**src/rtl/lambo_ctrl_fsm.sv**
```systemverilog
// lambo_ctrl_fsm: fetch/decode/execute sequencer for the Lambo core; owns PC, IR, compare flag, retire count.
// Latency: FETCH->FETCH is 2 cycles (CMP/BRANCH), 3 (ALU ops), 2+N (STR), 3+N (LDR), N = MEM cycles incl. ack.
// Backpressure: mem_req held until mem_ack; after MEM_TMO cycles without ack the program aborts to DONE with err.

module lambo_ctrl_fsm #(
    parameter int INSTR_W  = 9,
    parameter int PC_W     = 10,
    parameter int PROG_LEN = 1023,
    parameter int MEM_TMO  = 15,
    parameter int CNT_W    = 16
) (
    input  logic               clk,
    input  logic               reset,
    input  logic               start,
    input  logic [INSTR_W-1:0] instr,
    output logic [PC_W-1:0]    pc,
    output logic [2:0]         alu_op,
    output logic               alu_en,
    input  logic               cmp_in,
    output logic               reg_we,
    output logic               mem_req,
    output logic               mem_we,
    input  logic               mem_ack,
    output logic               busy,
    output logic               done,
    output logic               err,
    output logic [CNT_W-1:0]   retired
);

    localparam int OPND_W = INSTR_W - 3;
    localparam int TMO_W  = $clog2(MEM_TMO + 1);

    localparam logic [2:0] OP_CMP    = 3'd0;
    localparam logic [2:0] OP_BRANCH = 3'd1;
    localparam logic [2:0] OP_LDR    = 3'd2;
    localparam logic [2:0] OP_STR    = 3'd3;

    typedef enum logic [2:0] {
        S_IDLE,
        S_FETCH,
        S_EXEC,
        S_MEM,
        S_WB,
        S_DONE
    } state_t;

    state_t             state;
    logic [INSTR_W-1:0] ir;
    logic               flag;
    logic [TMO_W-1:0]   tmo_cnt;

    logic [2:0]         op;
    logic [PC_W-1:0]    pc_inc;
    logic [PC_W-1:0]    pc_br;
    logic [CNT_W-1:0]   ret_next;

    // Decode helpers: opcode field, sequential and branch targets (wrap mod 2**PC_W), saturating retire count
    assign op       = ir[INSTR_W-1 -: 3];
    assign pc_inc   = pc + PC_W'(1);
    assign pc_br    = pc + {{(PC_W-OPND_W){ir[OPND_W-1]}}, ir[OPND_W-1:0]};
    assign ret_next = (retired == {CNT_W{1'b1}}) ? retired : retired + CNT_W'(1);

    // Sequencer: state, architectural registers, and strobes registered on entry to the state that owns them
    always_ff @(posedge clk or posedge reset) begin
        if (reset) begin
            state   <= S_IDLE;
            pc      <= '0;
            ir      <= '0;
            flag    <= 1'b0;
            retired <= '0;
            err     <= 1'b0;
            tmo_cnt <= '0;
            alu_op  <= 3'd0;
            alu_en  <= 1'b0;
            reg_we  <= 1'b0;
            mem_req <= 1'b0;
            mem_we  <= 1'b0;
            busy    <= 1'b0;
            done    <= 1'b0;
        end else begin
            // Single-state strobes drop unless the transition below re-enters a state that drives them
            alu_en  <= 1'b0;
            reg_we  <= 1'b0;
            mem_req <= 1'b0;
            mem_we  <= 1'b0;
            case (state)
                S_IDLE, S_DONE: begin
                    if (start) begin
                        pc      <= '0;
                        retired <= '0;
                        err     <= 1'b0;
                        flag    <= 1'b0;
                        busy    <= 1'b1;
                        done    <= 1'b0;
                        state   <= S_FETCH;
                    end
                end
                S_FETCH: begin
                    if (pc == PC_W'(PROG_LEN)) begin
                        busy  <= 1'b0;
                        done  <= 1'b1;
                        state <= S_DONE;
                    end else begin
                        ir     <= instr;
                        alu_en <= 1'b1;
                        alu_op <= instr[INSTR_W-1 -: 3];
                        state  <= S_EXEC;
                    end
                end
                S_EXEC: begin
                    case (op)
                        OP_CMP: begin
                            flag    <= cmp_in;
                            pc      <= pc_inc;
                            retired <= ret_next;
                            state   <= S_FETCH;
                        end
                        OP_BRANCH: begin
                            pc      <= flag ? pc_br : pc_inc;
                            retired <= ret_next;
                            state   <= S_FETCH;
                        end
                        OP_LDR, OP_STR: begin
                            tmo_cnt <= '0;
                            mem_req <= 1'b1;
                            mem_we  <= (op == OP_STR);
                            state   <= S_MEM;
                        end
                        default: begin
                            reg_we <= 1'b1;
                            state  <= S_WB;
                        end
                    endcase
                end
                S_MEM: begin
                    if (mem_ack) begin
                        if (op == OP_STR) begin
                            pc      <= pc_inc;
                            retired <= ret_next;
                            state   <= S_FETCH;
                        end else begin
                            reg_we <= 1'b1;
                            state  <= S_WB;
                        end
                    end else if (tmo_cnt == TMO_W'(MEM_TMO - 1)) begin
                        // Abort leaves pc on the faulting instruction for debug
                        err   <= 1'b1;
                        busy  <= 1'b0;
                        done  <= 1'b1;
                        state <= S_DONE;
                    end else begin
                        tmo_cnt <= tmo_cnt + TMO_W'(1);
                        mem_req <= 1'b1;
                        mem_we  <= mem_we;
                    end
                end
                S_WB: begin
                    pc      <= pc_inc;
                    retired <= ret_next;
                    state   <= S_FETCH;
                end
                default: begin
                    busy  <= 1'b0;
                    done  <= 1'b0;
                    state <= S_IDLE;
                end
            endcase
        end
    end

endmodule

```
**config.mk**
```make
export PLATFORM = sky130hd
export DESIGN_NAME = lambo_ctrl_fsm
export DESIGN_NICKNAME = d
export VERILOG_FILES = /design/src/rtl/lambo_ctrl_fsm.sv
export SDC_FILE = /design/constraint.sdc
export NUM_CORES = 1
export LEC_CHECK = 0
export ABC_CLOCK_PERIOD_IN_PS = 5000
export BUFFER_PORTS_ARGS = -buffer_cell sky130_fd_sc_hd__buf_2
export CAP_MARGIN = 20
export CORE_MARGIN = 2
export CORE_UTILIZATION = 49
export DETAILED_ROUTE_END_ITERATION = 8
export PLACE_DENSITY_LB_ADDON = 0.15
export SLEW_MARGIN = 20
export SYNTH_ARGS = -nofsm -noshare
export SYNTH_HDL_FRONTEND = slang
export SYNTH_SLANG_ARGS = --single-unit
export TNS_END_PERCENT = 10
```
**constraint.sdc**
```tcl
create_clock -name clk -period 5 [get_ports clk]
set_input_delay 0.25 -clock clk [delete_from_list [all_inputs] [get_ports clk]]
set_output_delay 0.25 -clock clk [all_outputs]
set_load 0.03 [all_outputs]
```
Word level (Yosys, flattened, before mapping)

Cells that the tools add are included.

Register bits: 53
Input port bits: 14
Output and inout bits: 36

$add $sub $neg: 4
Eq/ne operators: 23
Multiplexer cells: 49
Bitwise gates (word level): 2
Reduce and logical (&&, ||, !) cells: 19

Operator list:

| kind                                                | number |
|---|---|
| 2-to-1 mux 16 bit                                   | 5 |
| one-hot mux 16 bit (4 select lines)                 | 1 |
| 2-to-1 mux 10 bit                                   | 4 |
| one-hot mux 10 bit (4 select lines)                 | 1 |
| != test 2 bit, second input constant                | 10 |
| one-hot mux 10 bit (2 select lines)                 | 1 |
| 2-to-1 mux 1 bit                                    | 19 |
| adder 16 x 1 -> 16 bit, second input constant       | 1 |
| equality test 16 bit, second input constant         | 1 |
| 2-to-1 mux 3 bit                                    | 5 |
| one-hot mux 3 bit (5 select lines)                  | 1 |
| AND reduction 5 bit                                 | 3 |
| equality test 3 x 2 -> 1 bit, second input constant | 4 |
| 2-to-1 mux 4 bit                                    | 3 |
| adder 10 x 1 -> 10 bit, second input constant       | 1 |
| adder 10 bit                                        | 1 |
| equality test 10 bit, second input constant         | 1 |
| one-hot mux 1 bit (2 select lines)                  | 5 |
| one-hot mux 1 bit (4 select lines)                  | 2 |
| one-hot mux 4 bit (2 select lines)                  | 1 |
| AND reduction 4 bit                                 | 2 |
| OR reduction 2 bit                                  | 4 |
| equality test 3 x 1 -> 1 bit, second input constant | 2 |
| equality test 3 bit, second input constant          | 2 |
| other kinds (11)                                    | 17 |

Longest topological paths before layout

Depth after elaboration: 5
Mapped depth: 9
Depth with buffers taken out: 9

Least setup slack after synthesis

OpenSTA, ideal clock, no wires.

Kind: register -> register
Start: register pc[0]
End: register pc[8]
Arrival: 2.312 ns
Required time: 4.873 ns
Setup slack: 2.562 ns
Cell stages (with the launch flop): 10
Period minus slack after synthesis: 2.438 ns
Cell sequence: dfrtp_1 > ha_1 > inv_1 > fa_1 > nor2b_4 > o31a_1 > or4_1 > a311o_1 > a21oi_1 > o21ai_1

Cells in the longest elaborated chain, start to end: 4

RTL lines:

| what                                                                     | line     | source |
|---|---|---|
| start: declaration                                                       | 16       | `output logic [PC_W-1:0] pc,` |
| start signal: assignment                                                 | 114      | `pc <= pc_inc;` |
| start signal: assignment                                                 | 119      | `pc <= flag ? pc_br : pc_inc;` |
| start signal: assignment                                                 | 138      | `pc <= pc_inc;` |
| adder 10 x 1 -> 10 bit or adder 10 bit (tied branches)                   | 59, 60   |  |
| 2-to-1 mux 10 bit (on tied branches)                                     | 119, 137 |  |
| one-hot mux 10 bit (2 select lines) or 2-to-1 mux 10 bit (tied branches) | 111, 136 |  |
| one-hot mux 10 bit (4 select lines) (*)                                  | 86       | `case (state)` |

Mark *: on every way between the ends. The rest lies on a longest branch, timed or not. The select of a mux whose other input is x is not followed.
A chain may end at the register's enable or synchronous reset.

Worst setup path after layout

Start: register state[0]
End: register pc[9]

Cells in the longest elaborated chain, start to end: 4

RTL lines:

| what                                                                 | line | source |
|---|---|---|
| start: declaration                                                   | 47   | `state_t state;` |
| start signal: assignment                                             | 66   | `state <= S_IDLE;` |
| start signal: assignment                                             | 95   | `state <= S_FETCH;` |
| start signal: assignment                                             | 102  | `state <= S_DONE;` |
| equality test 3 bit or logical NOT 3 bit (tied branches)             | 86   |  |
| OR reduction 2 bit                                                   | 86   |  |
| nonzero test 4 bit (no source line) or != test 2 bit (tied branches) | -    |  |
| AND reduction 5 bit (no source line)                                 | -    |  |

Several ways; a longest one is shown, not always the timed one.

==> flow_summary.yaml <==
synthesis:
  syn_area_um2: 3150
  syn_area_per_cell_um2: 8.85
  async_flop_share: 1.00
  ys_warn_count: 0
  synth_cell_type_count: 70
  synth_seq_cells: 50
  synth_edf_count: 0
  synth_ff_type: "dfrtp_1"
  syn_nets: 384
  seq_area_frac_synth: 0.397
  postSynthCellCount: 356
placement:
  hpwlAfterDp_um: 5380
  place.gp.congestion: 0.833
  dp.cells: 468
  dp_worst_setup_slack_ns: 2.46
  portBuffers: 49
  placed_area_um2: 3410
finish:
  drive_gt1_frac: 0.183
  final_area_um2: 3480
  area_delta_synth_final_pct: 10.6
  layout_commonest_cell: "dfrtp_1"
  multi_input_area_um2: 1750
  num_antenna_cells: 0
  fillerInstances: 592
  layout_common_cells: "dfrtp_1, nand2_1, buf_2"
  final_core_util: 0.555
  register_area_um2: 1250
  layout.cells.non_filler: 475
  nets: 426
grt:
  grt_busiest_layer: "met2"
  overflow: 0
  met3_usage: 0.0472
  antenna_found_initial: 0
  grt_max_degree: 51
  grt_pass1_wl_um: 12500
  track_usage: 0.215
  grt.met2_usage: 0.336
  met1_usage: 0.313
  grt_pass1_vias: 2603
job:
  max-cap-violations: 0
critical_path:
  ff2ff_setup_slack_ns: 2.42
  criticalPathCategory: "flop to flop"
  arrival_ns: 2.78
  reg2regPathDepth: 7
  startpoint: "state[0]"
  cp.required_ns: 5.20
  crit_fanout: 20
  end_kind: "flop"
  start_kind: "flop"
  reg2reg_from: "state[0]"
  reg2reg_to: "pc[9]"
  endpoint: "pc[9]"
cts:
  cts.sinks: 50
  cts-root-buf: "clkbuf_8"
  cts.repair.resized: 0
  cts_setup_buffers: 0
  cts_inserted_buffers: 5
  path_clk_slew_ns: 0.09
  cts.htree.levels: 2
  clock_path_buffers: 2
  postCtsHoldBufs: 0
  insertion_delay_ns: 0.30
  tritoncts: "yes"
timing:
  skew_ns: 0.00995
  setup_viol: 0
  final-hold-violation-count: 0
  max_slew_margin: 0.410
  setup_tns_ns: 0
  min_period_ns: 2.58
  drv_slew: 0
  tightest_slew_ns: 0.885
  hold_slack_ns: 0.0829
  rsz0062_at_grt: "false"
  period_share: 0.517
  fin_ws_ns: 2.42
  fmax_ghz: 0.387
power_and_ir_drop:
  internal_power_mw: 0.917
  clkPwrFrac: 0.126
  comb_power_share: 0.505
  power.share.sequential: 0.369
  p_per_area_nw_per_um2: 505
  peakVddDrop_mv: 0.286
  finalPower_mw: 1.76
  switchingPower_mw: 0.844
  swShare: 0.479
  p_leak_nw: 1.69
die:
  core_area_um2: 6280
  die-area_um2: 7080
  rows: 29
  fp.dieH_um: 84.2
  fp.dieW_um: 84.2
  initial_core_util: 0.502
  io_pins: 50
routing:
  drc: 0
  via_count: 2766
  first_pass_iters: 5
  wl_per_cell_um: 15.5
  ant_nets: 0
  wl_um: 7350
  via_per_inst: 5.82
  drtIter0Drc: 195
hold_path:
  hp-class: "input port to async pin"
run_status:
  status: "finished, final reports clean"
==> state kept, by name, summed over array words and instances (netlist names) <==
register,flops
mem_req,1
alu_en,1
retired,16
pc,10
reg_we,1
tmo_cnt,4
busy,1
err,1
done,1
ir,6
mem_we,1
state,3
flag,1
alu_op,3
==> routing by layer <==
layer  part of all wire  routed length [um]  vias up
li1                   -                   -     1363
met1               0.50                3700     1331
met2               0.45                3280       66
met3              0.042                 307        6
met4             0.0078                  57        0
met5                  0                   0        -
==> final cells by class <==
type | count | share of cell area
multi-input combinational | 275 | 0.501
sequential | 50 | 0.359
timing repair buffer | 50 | 0.0726
tap | 77 | 0.0277
clock buffer | 7 | 0.0219
inverter | 16 | 0.0176
==> worst min path at each step <==
stage | endpoint | cells after the start | start | slack [ns]
floorplan | state[2] | 1 | start | 0.33
global placement | ir[0] | 3 | instr[0] | 0.45
detailed placement | ir[4] | 3 | instr[4] | 0.45
CTS | alu_op[0] | 3 | instr[6] | 0.14
global route | alu_op[2] | 3 | instr[8] | 0.14
finish | flag | 2 | reset | 0.08
==> critical path, cell delays in order, from the launching register on <==
cell     delay (ns)
dfrtp_1        0.64
inv_2          0.13
maj3_1         0.36
a22oi_2        0.51
buf_4          0.34
or2_1          0.18
nor4_1         0.06
a221o_1        0.26
==> synthesized netlist by cell type (3+ instances only) <==
library cell	count	area, um2
and3_1	7	43.8
o21a_1	4	30.0
nor3_1	8	40.0
dfrtp_1	50	1250
ha_1	13	163
inv_2	3	11.3
a211oi_1	4	30.0
nor2_1	39	146
xnor2_1	10	87.6
o22ai_1	3	18.8
a21oi_1	11	55.1
nor3b_1	6	45.0
xor2_1	4	35.0
clkbuf_1	3	11.3
buf_4	6	45.0
or3_1	3	18.8
nand2_1	49	184
inv_1	13	48.8
buf_2	5	25.0
nand4_1	4	25.0
nand3_1	13	65.1
a31oi_1	5	31.3
o21ai_1	7	35.0
nor4_1	4	25.0
o21ai_0	28	140
==> power by group through the flow <==
| stage | registers, mW | logic (mW) | clock network, mW |
|---|---|---|---|
| after CTS | 0.648 | 0.895 | 0.228 |
| after global placement | 0.651 | 0.874 | 0 |
| after floorplan | 0.663 | 0.691 | 0 |
| after global routing | 0.673 | 0.997 | 0.248 |
| final | 0.649 | 0.889 | 0.222 |
| after detailed placement | 0.656 | 0.890 | 0 |
==> kinds of logic after synthesis <==
| family | share of synthesized area |
|---|---|
| AOI/OAI and AO/OA | 0.205 |
| xor gates and xnor gates | 0.0389 |
| adders and majority gates | 0.0612 |
| buffers and inverters | 0.0485 |
| DFF | 0.397 |
| muxes | 0.00715 |
| and+or+nand+nor | 0.242 |
Power figures use the tool's default switching activity.
